--- config.mk ---
export PLATFORM = sky130hd
export DESIGN_NAME = dat_mem_mover
export DESIGN_NICKNAME = d
export VERILOG_FILES = /design/src/rtl/dat_mem_mover.sv
export SDC_FILE = /design/constraint.sdc
export NUM_CORES = 1
export LEC_CHECK = 0
export ABC_AREA = 0
export BUFFER_PORTS_ARGS = -buffer_cell sky130_fd_sc_hd__buf_4
export CAP_MARGIN = 20
export CORE_ASPECT_RATIO = 0.7
export CORE_MARGIN = 2
export CORE_UTILIZATION = 63
export CTS_BUF_LIST = sky130_fd_sc_hd__clkbuf_4 sky130_fd_sc_hd__clkbuf_8
export CTS_CLUSTER_DIAMETER = 150
export DETAILED_ROUTE_END_ITERATION = 8
export PLACE_DENSITY = 0.88
export SYNTH_ARGS = -nofsm -noshare
export SYNTH_HDL_FRONTEND = slang
export SYNTH_SLANG_ARGS = --single-unit
--- constraint.sdc ---
create_clock -name clk -period 6.25 [get_ports clk]
set_input_delay 0.3125 -clock clk [delete_from_list [all_inputs] [get_ports clk]]
set_output_delay 0.3125 -clock clk [all_outputs]
set_load 0.01 [all_outputs]
--- src/rtl/dat_mem_mover.sv ---
// ============================================================================
//  Module      : dat_mem_mover
//  Description : Block COPY / FILL / COMPARE engine driving a single-port
//                data memory. Optional checksum output: DAT_MEM_MOVER_CSUM_EN.
//  Revision    : 1.0 - initial release
// ============================================================================
`default_nettype none

module dat_mem_mover #(
    parameter int AW = 8,
    parameter int DW = 8
) (
    input  logic          clk,
    input  logic          rst_n,
    input  logic          start,
    input  logic [1:0]    op,
    input  logic [AW-1:0] src,
    input  logic [AW-1:0] dst,
    input  logic [AW-1:0] len,
    input  logic [DW-1:0] fill_val,
    output logic          busy,
    output logic          done,
    output logic          err,
    output logic          mismatch,
    output logic [AW-1:0] fail_idx,
`ifdef DAT_MEM_MOVER_CSUM_EN
    output logic [DW-1:0] csum,
`endif
    output logic [AW-1:0] mem_addr,
    output logic          mem_wr_en,
    output logic [DW-1:0] mem_wdata,
    input  logic [DW-1:0] mem_rdata
);

    localparam logic [2:0] c_idle = 3'd0;
    localparam logic [2:0] c_rd_a = 3'd1;
    localparam logic [2:0] c_wr   = 3'd2;
    localparam logic [2:0] c_rd_b = 3'd3;
    localparam logic [2:0] c_fill = 3'd4;
    localparam logic [2:0] c_done = 3'd5;

    localparam logic [1:0] c_op_copy = 2'b00;
    localparam logic [1:0] c_op_fill = 2'b01;
    localparam logic [1:0] c_op_cmp  = 2'b10;
    localparam logic [AW:0] c_one    = 1;

    logic [2:0]    r_state;
    logic [1:0]    r_op;
    logic [AW-1:0] r_src;
    logic [AW-1:0] r_dst;
    logic [AW:0]   r_count;
    logic [AW:0]   r_idx;
    logic [DW-1:0] r_buf;
    logic          r_busy;
    logic          r_done;
    logic          r_err;
    logic          r_mismatch;
    logic [AW-1:0] r_fail_idx;
    logic [AW-1:0] r_mem_addr;
    logic          r_mem_wr_en;
    logic [DW-1:0] r_mem_wdata;
    logic [DW-1:0] r_csum;

    logic [AW:0]   w_idx_inc;
    logic [AW-1:0] w_src_nxt;
    logic [AW-1:0] w_dst_nxt;
    logic [AW-1:0] w_dst_cur;
    logic          w_last;

    assign w_idx_inc = r_idx + 1'b1;
    assign w_src_nxt = r_src + w_idx_inc[AW-1:0];
    assign w_dst_nxt = r_dst + w_idx_inc[AW-1:0];
    assign w_dst_cur = r_dst + r_idx[AW-1:0];
    assign w_last    = (r_count == c_one);

    // Memory outputs are registered for the state being entered, so each
    // write holds address/data for a full cycle across the negedge commit.
    always_ff @(posedge clk or negedge rst_n) begin
        if (!rst_n) begin
            r_state     <= c_idle;
            r_op        <= '0;
            r_src       <= '0;
            r_dst       <= '0;
            r_count     <= '0;
            r_idx       <= '0;
            r_buf       <= '0;
            r_busy      <= 1'b0;
            r_done      <= 1'b0;
            r_err       <= 1'b0;
            r_mismatch  <= 1'b0;
            r_fail_idx  <= '0;
            r_mem_addr  <= '0;
            r_mem_wr_en <= 1'b0;
            r_mem_wdata <= '0;
            r_csum      <= '0;
        end else begin
            r_done <= 1'b0;
            case (r_state)
                c_idle: begin
                    if (start) begin
                        r_op       <= op;
                        r_src      <= src;
                        r_dst      <= dst;
                        r_count    <= {(len == '0), len};
                        r_idx      <= '0;
                        r_err      <= 1'b0;
                        r_mismatch <= 1'b0;
                        r_fail_idx <= '0;
                        r_csum     <= '0;
                        case (op)
                            c_op_copy, c_op_cmp: begin
                                r_state    <= c_rd_a;
                                r_busy     <= 1'b1;
                                r_mem_addr <= src;
                            end
                            c_op_fill: begin
                                r_state     <= c_fill;
                                r_busy      <= 1'b1;
                                r_mem_addr  <= dst;
                                r_mem_wdata <= fill_val;
                                r_mem_wr_en <= 1'b1;
                            end
                            default: begin
                                r_state <= c_done;
                                r_err   <= 1'b1;
                                r_done  <= 1'b1;
                            end
                        endcase
                    end
                end
                c_rd_a: begin
                    r_buf      <= mem_rdata;
                    r_mem_addr <= w_dst_cur;
                    if (r_op == c_op_copy) begin
                        r_state     <= c_wr;
                        r_mem_wdata <= mem_rdata;
                        r_mem_wr_en <= 1'b1;
                    end else begin
                        r_state <= c_rd_b;
                        r_csum  <= r_csum + mem_rdata;
                    end
                end
                c_wr, c_rd_b, c_fill: begin
                    if (r_state != c_rd_b) begin
                        r_csum <= r_csum + r_mem_wdata;
                    end
                    if (r_state == c_rd_b && mem_rdata != r_buf) begin
                        r_mismatch <= 1'b1;
                        r_fail_idx <= r_idx[AW-1:0];
                    end else begin
                        r_idx   <= w_idx_inc;
                        r_count <= r_count - 1'b1;
                    end
                    if (w_last || (r_state == c_rd_b && mem_rdata != r_buf)) begin
                        r_state     <= c_done;
                        r_busy      <= 1'b0;
                        r_done      <= 1'b1;
                        r_mem_addr  <= '0;
                        r_mem_wr_en <= 1'b0;
                        r_mem_wdata <= '0;
                    end else if (r_state == c_fill) begin
                        r_mem_addr <= w_dst_nxt;
                    end else begin
                        r_state     <= c_rd_a;
                        r_mem_addr  <= w_src_nxt;
                        r_mem_wr_en <= 1'b0;
                        r_mem_wdata <= '0;
                    end
                end
                c_done: begin
                    r_state <= c_idle;
                end
                default: begin
                    r_state     <= c_idle;
                    r_busy      <= 1'b0;
                    r_mem_addr  <= '0;
                    r_mem_wr_en <= 1'b0;
                    r_mem_wdata <= '0;
                end
            endcase
        end
    end

    assign busy      = r_busy;
    assign done      = r_done;
    assign err       = r_err;
    assign mismatch  = r_mismatch;
    assign fail_idx  = r_fail_idx;
    assign mem_addr  = r_mem_addr;
    assign mem_wr_en = r_mem_wr_en;
    assign mem_wdata = r_mem_wdata;

`ifdef DAT_MEM_MOVER_CSUM_EN
    assign csum = r_csum;
`else
    logic w_csum_unused;
    assign w_csum_unused = ^r_csum;
`endif

endmodule

`default_nettype wire
==> metrics.csv <==
stage;metric;value;unit
placement;pre_cts_ws;2.86;ns
clock_network;cts-hold-fix-buffers;0;
logic_synthesis;mappedNetlistArea;4280;µm²
sta;slew_violations;0;
sta;min_period_over_period;55.6;%
global_route;grt_start_max_net_pins;76;
cells_and_area;num_antenna_cells;0;
sta;fin_setup_tns;0;ns
floorplanning;die_h;73.0;µm
outcome;status;complete, no violations;
logic_synthesis;ys_seq_area_share;43.8;%
worst_setup_path;end_kind;register;
cells_and_area;synthToLayoutAreaGrowth;19.6;%
floorplanning;dieArea;7480;µm²
sta;rsz0062_at_grt;no;
clock_network;cts_max_path_buffers;2;
placement;gp_congestion;0.905;
logic_synthesis;synthAdderAreaFrac;5.90;%
sta;setup_viol;0;
worst_hold_path;hp-class;in2async;
logic_synthesis;synthTopCellsByCount;dfrtp_1, nand2_1, o21ai_0, nor2_1, mux2_2;
logic_synthesis;synth_edf_count;0;
logic_synthesis;synth_top_family_by_area;compound AO/OA/AOI/OAI gates;
sta;max_freq;288;MHz
sta;skew;0.00760;ns
power;p_sw_share;42.6;%
sta;hold_viol_final;0;
logic_synthesis;synth.distinct_cells;54;
cells_and_area;fin_nets;579;
sta;max_slew_margin;36.8;%
worst_setup_path;crit_fanout;15;
logic_synthesis;syn_nets;511;
worst_setup_path;worstSetupPathType;reg2reg;
clock_network;cts_root_buffer;clkbuf_8;
global_route;grt_pass1_vias;3455;
clock_network;post_cts_resized;0;
logic_synthesis;synth_mux_area_share;9.03;%
worst_setup_path;crit_required;6.49;ns
worst_setup_path;reg2regPathDepth;10;
floorplanning;initial_core_util;64.3;%
power;p_clk_share;16.0;%
power;internal_power;0.00150;W
logic_synthesis;avgSynthCellArea;9.58;µm²
sta;period_minus_slack;3.48;ns
logic_synthesis;yosysTopAreaCell;dfrtp_1;
clock_network;tritoncts;done;
logic_synthesis;yosys_warnings;0;
logic_synthesis;synth-simple-area-share;15.5;%
logic_synthesis;synthXorXnorAreaFrac;5.32;%
drt;drc;0;
global_route;grt_overflow_total;0;
drt;dr.pass1.iters;5;
logic_synthesis;synth_compound_area_share;17.2;%
logic_synthesis;yosysTopAreaCellShare;43.8;%
worst_setup_path;cp.arrival;3.72;ns
worst_setup_path;start_kind;register;
drt;ant_nets;0;
floorplanning;core.rowCount;25;
cells_and_area;fillers;486;
placement;numPortBuffers;73;
logic_synthesis;synth-seq-cells;75;
logic_synthesis;synthFlopType;dfrtp_1;
power;pwr-share-seq;33.2;%
power;leakage;2.37;nW
clock_network;worstSkewPairLatency;0.36;ns
logic_synthesis;async_reset_ff_share;100;%
floorplanning;ios;74;
drt;num_vias;3718;
global_route;grt_use_total;30.1;%
clock_network;cts_buffers;9;
drt;via_per_inst;6.06;
drt;dr.first_iter.drc_count;291;
power;power_per_cell_area;511;nW/µm²
clock_network;htree_levels;3;
global_route;grt_pass1_wl;17.0;mm
power;combinationalPowerShare;50.8;%
cells_and_area;drive_gt1_share;25.8;%
clock_network;cts.clk_slew.worst_paths;0.08;ns
clock_network;cts.sinks;75;
clock_network;cts_post_setup_buffers_inserted;0;
drt;wl;10.8;mm
floorplanning;die_w;103;µm
drt;post_drt_wl_per_cell;17.7;µm
power;p_sw;0.00112;W
logic_synthesis;synth_cells;447;
flow_run;max_cap_violations;0;
logic_synthesis;synthTopCellsByArea;dfrtp_1, mux2_2, nand2_1;
placement;dp_hpwl;7.72;mm
logic_synthesis;synthMostInstantiatedCell;dfrtp_1;
floorplanning;core_area;6660;µm²
sta;worstMarginPinSlew;0.949;ns
global_route;antenna_found_initial;0;
power;peakVddDrop;0.284;mV
sta;finalWorstSetupSlack;2.77;ns
## power groups by stage
stage / clock network (W) / logic [W] / registers, W
4_1_cts: 0.000424 / 0.00130 / 0.000862
3_5_place_dp: 0 / 0.00129 / 0.000870
6_report: 0.000419 / 0.00133 / 0.000869
5_1_grt: 0.000441 / 0.00146 / 0.000893
2_1_floorplan: 0 / 0.000951 / 0.000838
3_3_place_gp: 0 / 0.00124 / 0.000857
## through the flow
stage	hold WS [ns]	util [%]	area, µm²	total power, W	instances
6_report	0.0873	76.9	5120	0.00262	614
2_1_floorplan	0.0169	-	4280	0.00179	447
3_5_place_dp	0.474	72.9	4860	0.00216	595
5_1_grt	0.154	76.9	5120	0.00280	614
4_1_cts	0.119	76.2	5080	0.00259	611
3_3_place_gp	0.464	72.9	4860	0.00209	595
## registers in the layout, indices dropped and copies added, names as in the netlist, 2 cells and up
signal,flops
r_idx,8
mem_addr,8
r_count,9
mem_wdata,8
fail_idx,8
r_state,3
r_dst,8
r_src,8
r_op,2
r_buf,8
## critical path, stage by stage (launching register included)
cell	delay [ns]
dfrtp_1	0.59
or3b_1	0.62
mux2_2	0.36
ha_1	0.21
fa_1	0.43
a211o_1	0.29
a21o_1	0.18
a21oi_1	0.18
xnor2_1	0.09
o2bb2ai_1	0.12
a221o_1	0.26
## cells by family after synthesis
group,Yosys count
xor+xnor,26
mux,35
compound gates,119
flops,75
fa+ha+maj,19
simple gates,144
buf+inv,29
## placed cells by master (no fill, tap or decap), types with 4 or more instances in the layout
cell,n
xor2_1,15
nand2b_1,5
buf_4,76
clkbuf_8,9
o21ai_0,47
nor2_1,30
mux2i_1,6
nand3_1,4
a21oi_1,24
a31oi_1,8
a211oi_1,4
nor3_1,10
o22ai_1,4
dfrtp_1,75
nor4_1,6
a21o_1,5
xnor2_1,11
mux2_2,29
inv_1,9
nand2_1,73
ha_1,17
## area by class of cell
type | count | area [µm²] | share of cell area [%]
clock buffers | 10 | 131 | 2.56
flip-flops and latches | 75 | 1880 | 36.6
multi-input cells | 343 | 2280 | 44.4
well taps | 94 | 118 | 2.30
clock inverters | 6 | 88.8 | 1.73
repair buffers | 77 | 598 | 11.7
inverters | 9 | 33.8 | 0.660
## path summary, 6_finish.rpt
kind                         startpoint            to  slack [ns]
max                          r_state[2]   mem_addr[6]        2.77
min                               rst_n  mem_wdata[4]        0.09
max reg2reg                  r_state[2]   mem_addr[6]        2.77
min reg2reg                 mem_addr[4]   mem_addr[4]        0.49
max in group asynchronous         rst_n   mem_addr[2]        5.54
min in group clk           mem_rdata[4]      r_buf[4]        0.18
## metal layers
| metal | track usage (%) | wire, µm | vias to the layer above |
|---|---|---|---|
| met4 | 8.15 | 149 | 0 |
| met3 | 7.09 | 965 | 16 |
| met5 | 0 | 0 | - |
| met2 | 45.8 | 4980 | 177 |
| met1 | 43.7 | 4750 | 1796 |
| li1 | - | - | 1729 |
(Power assumes the default switching activity.)
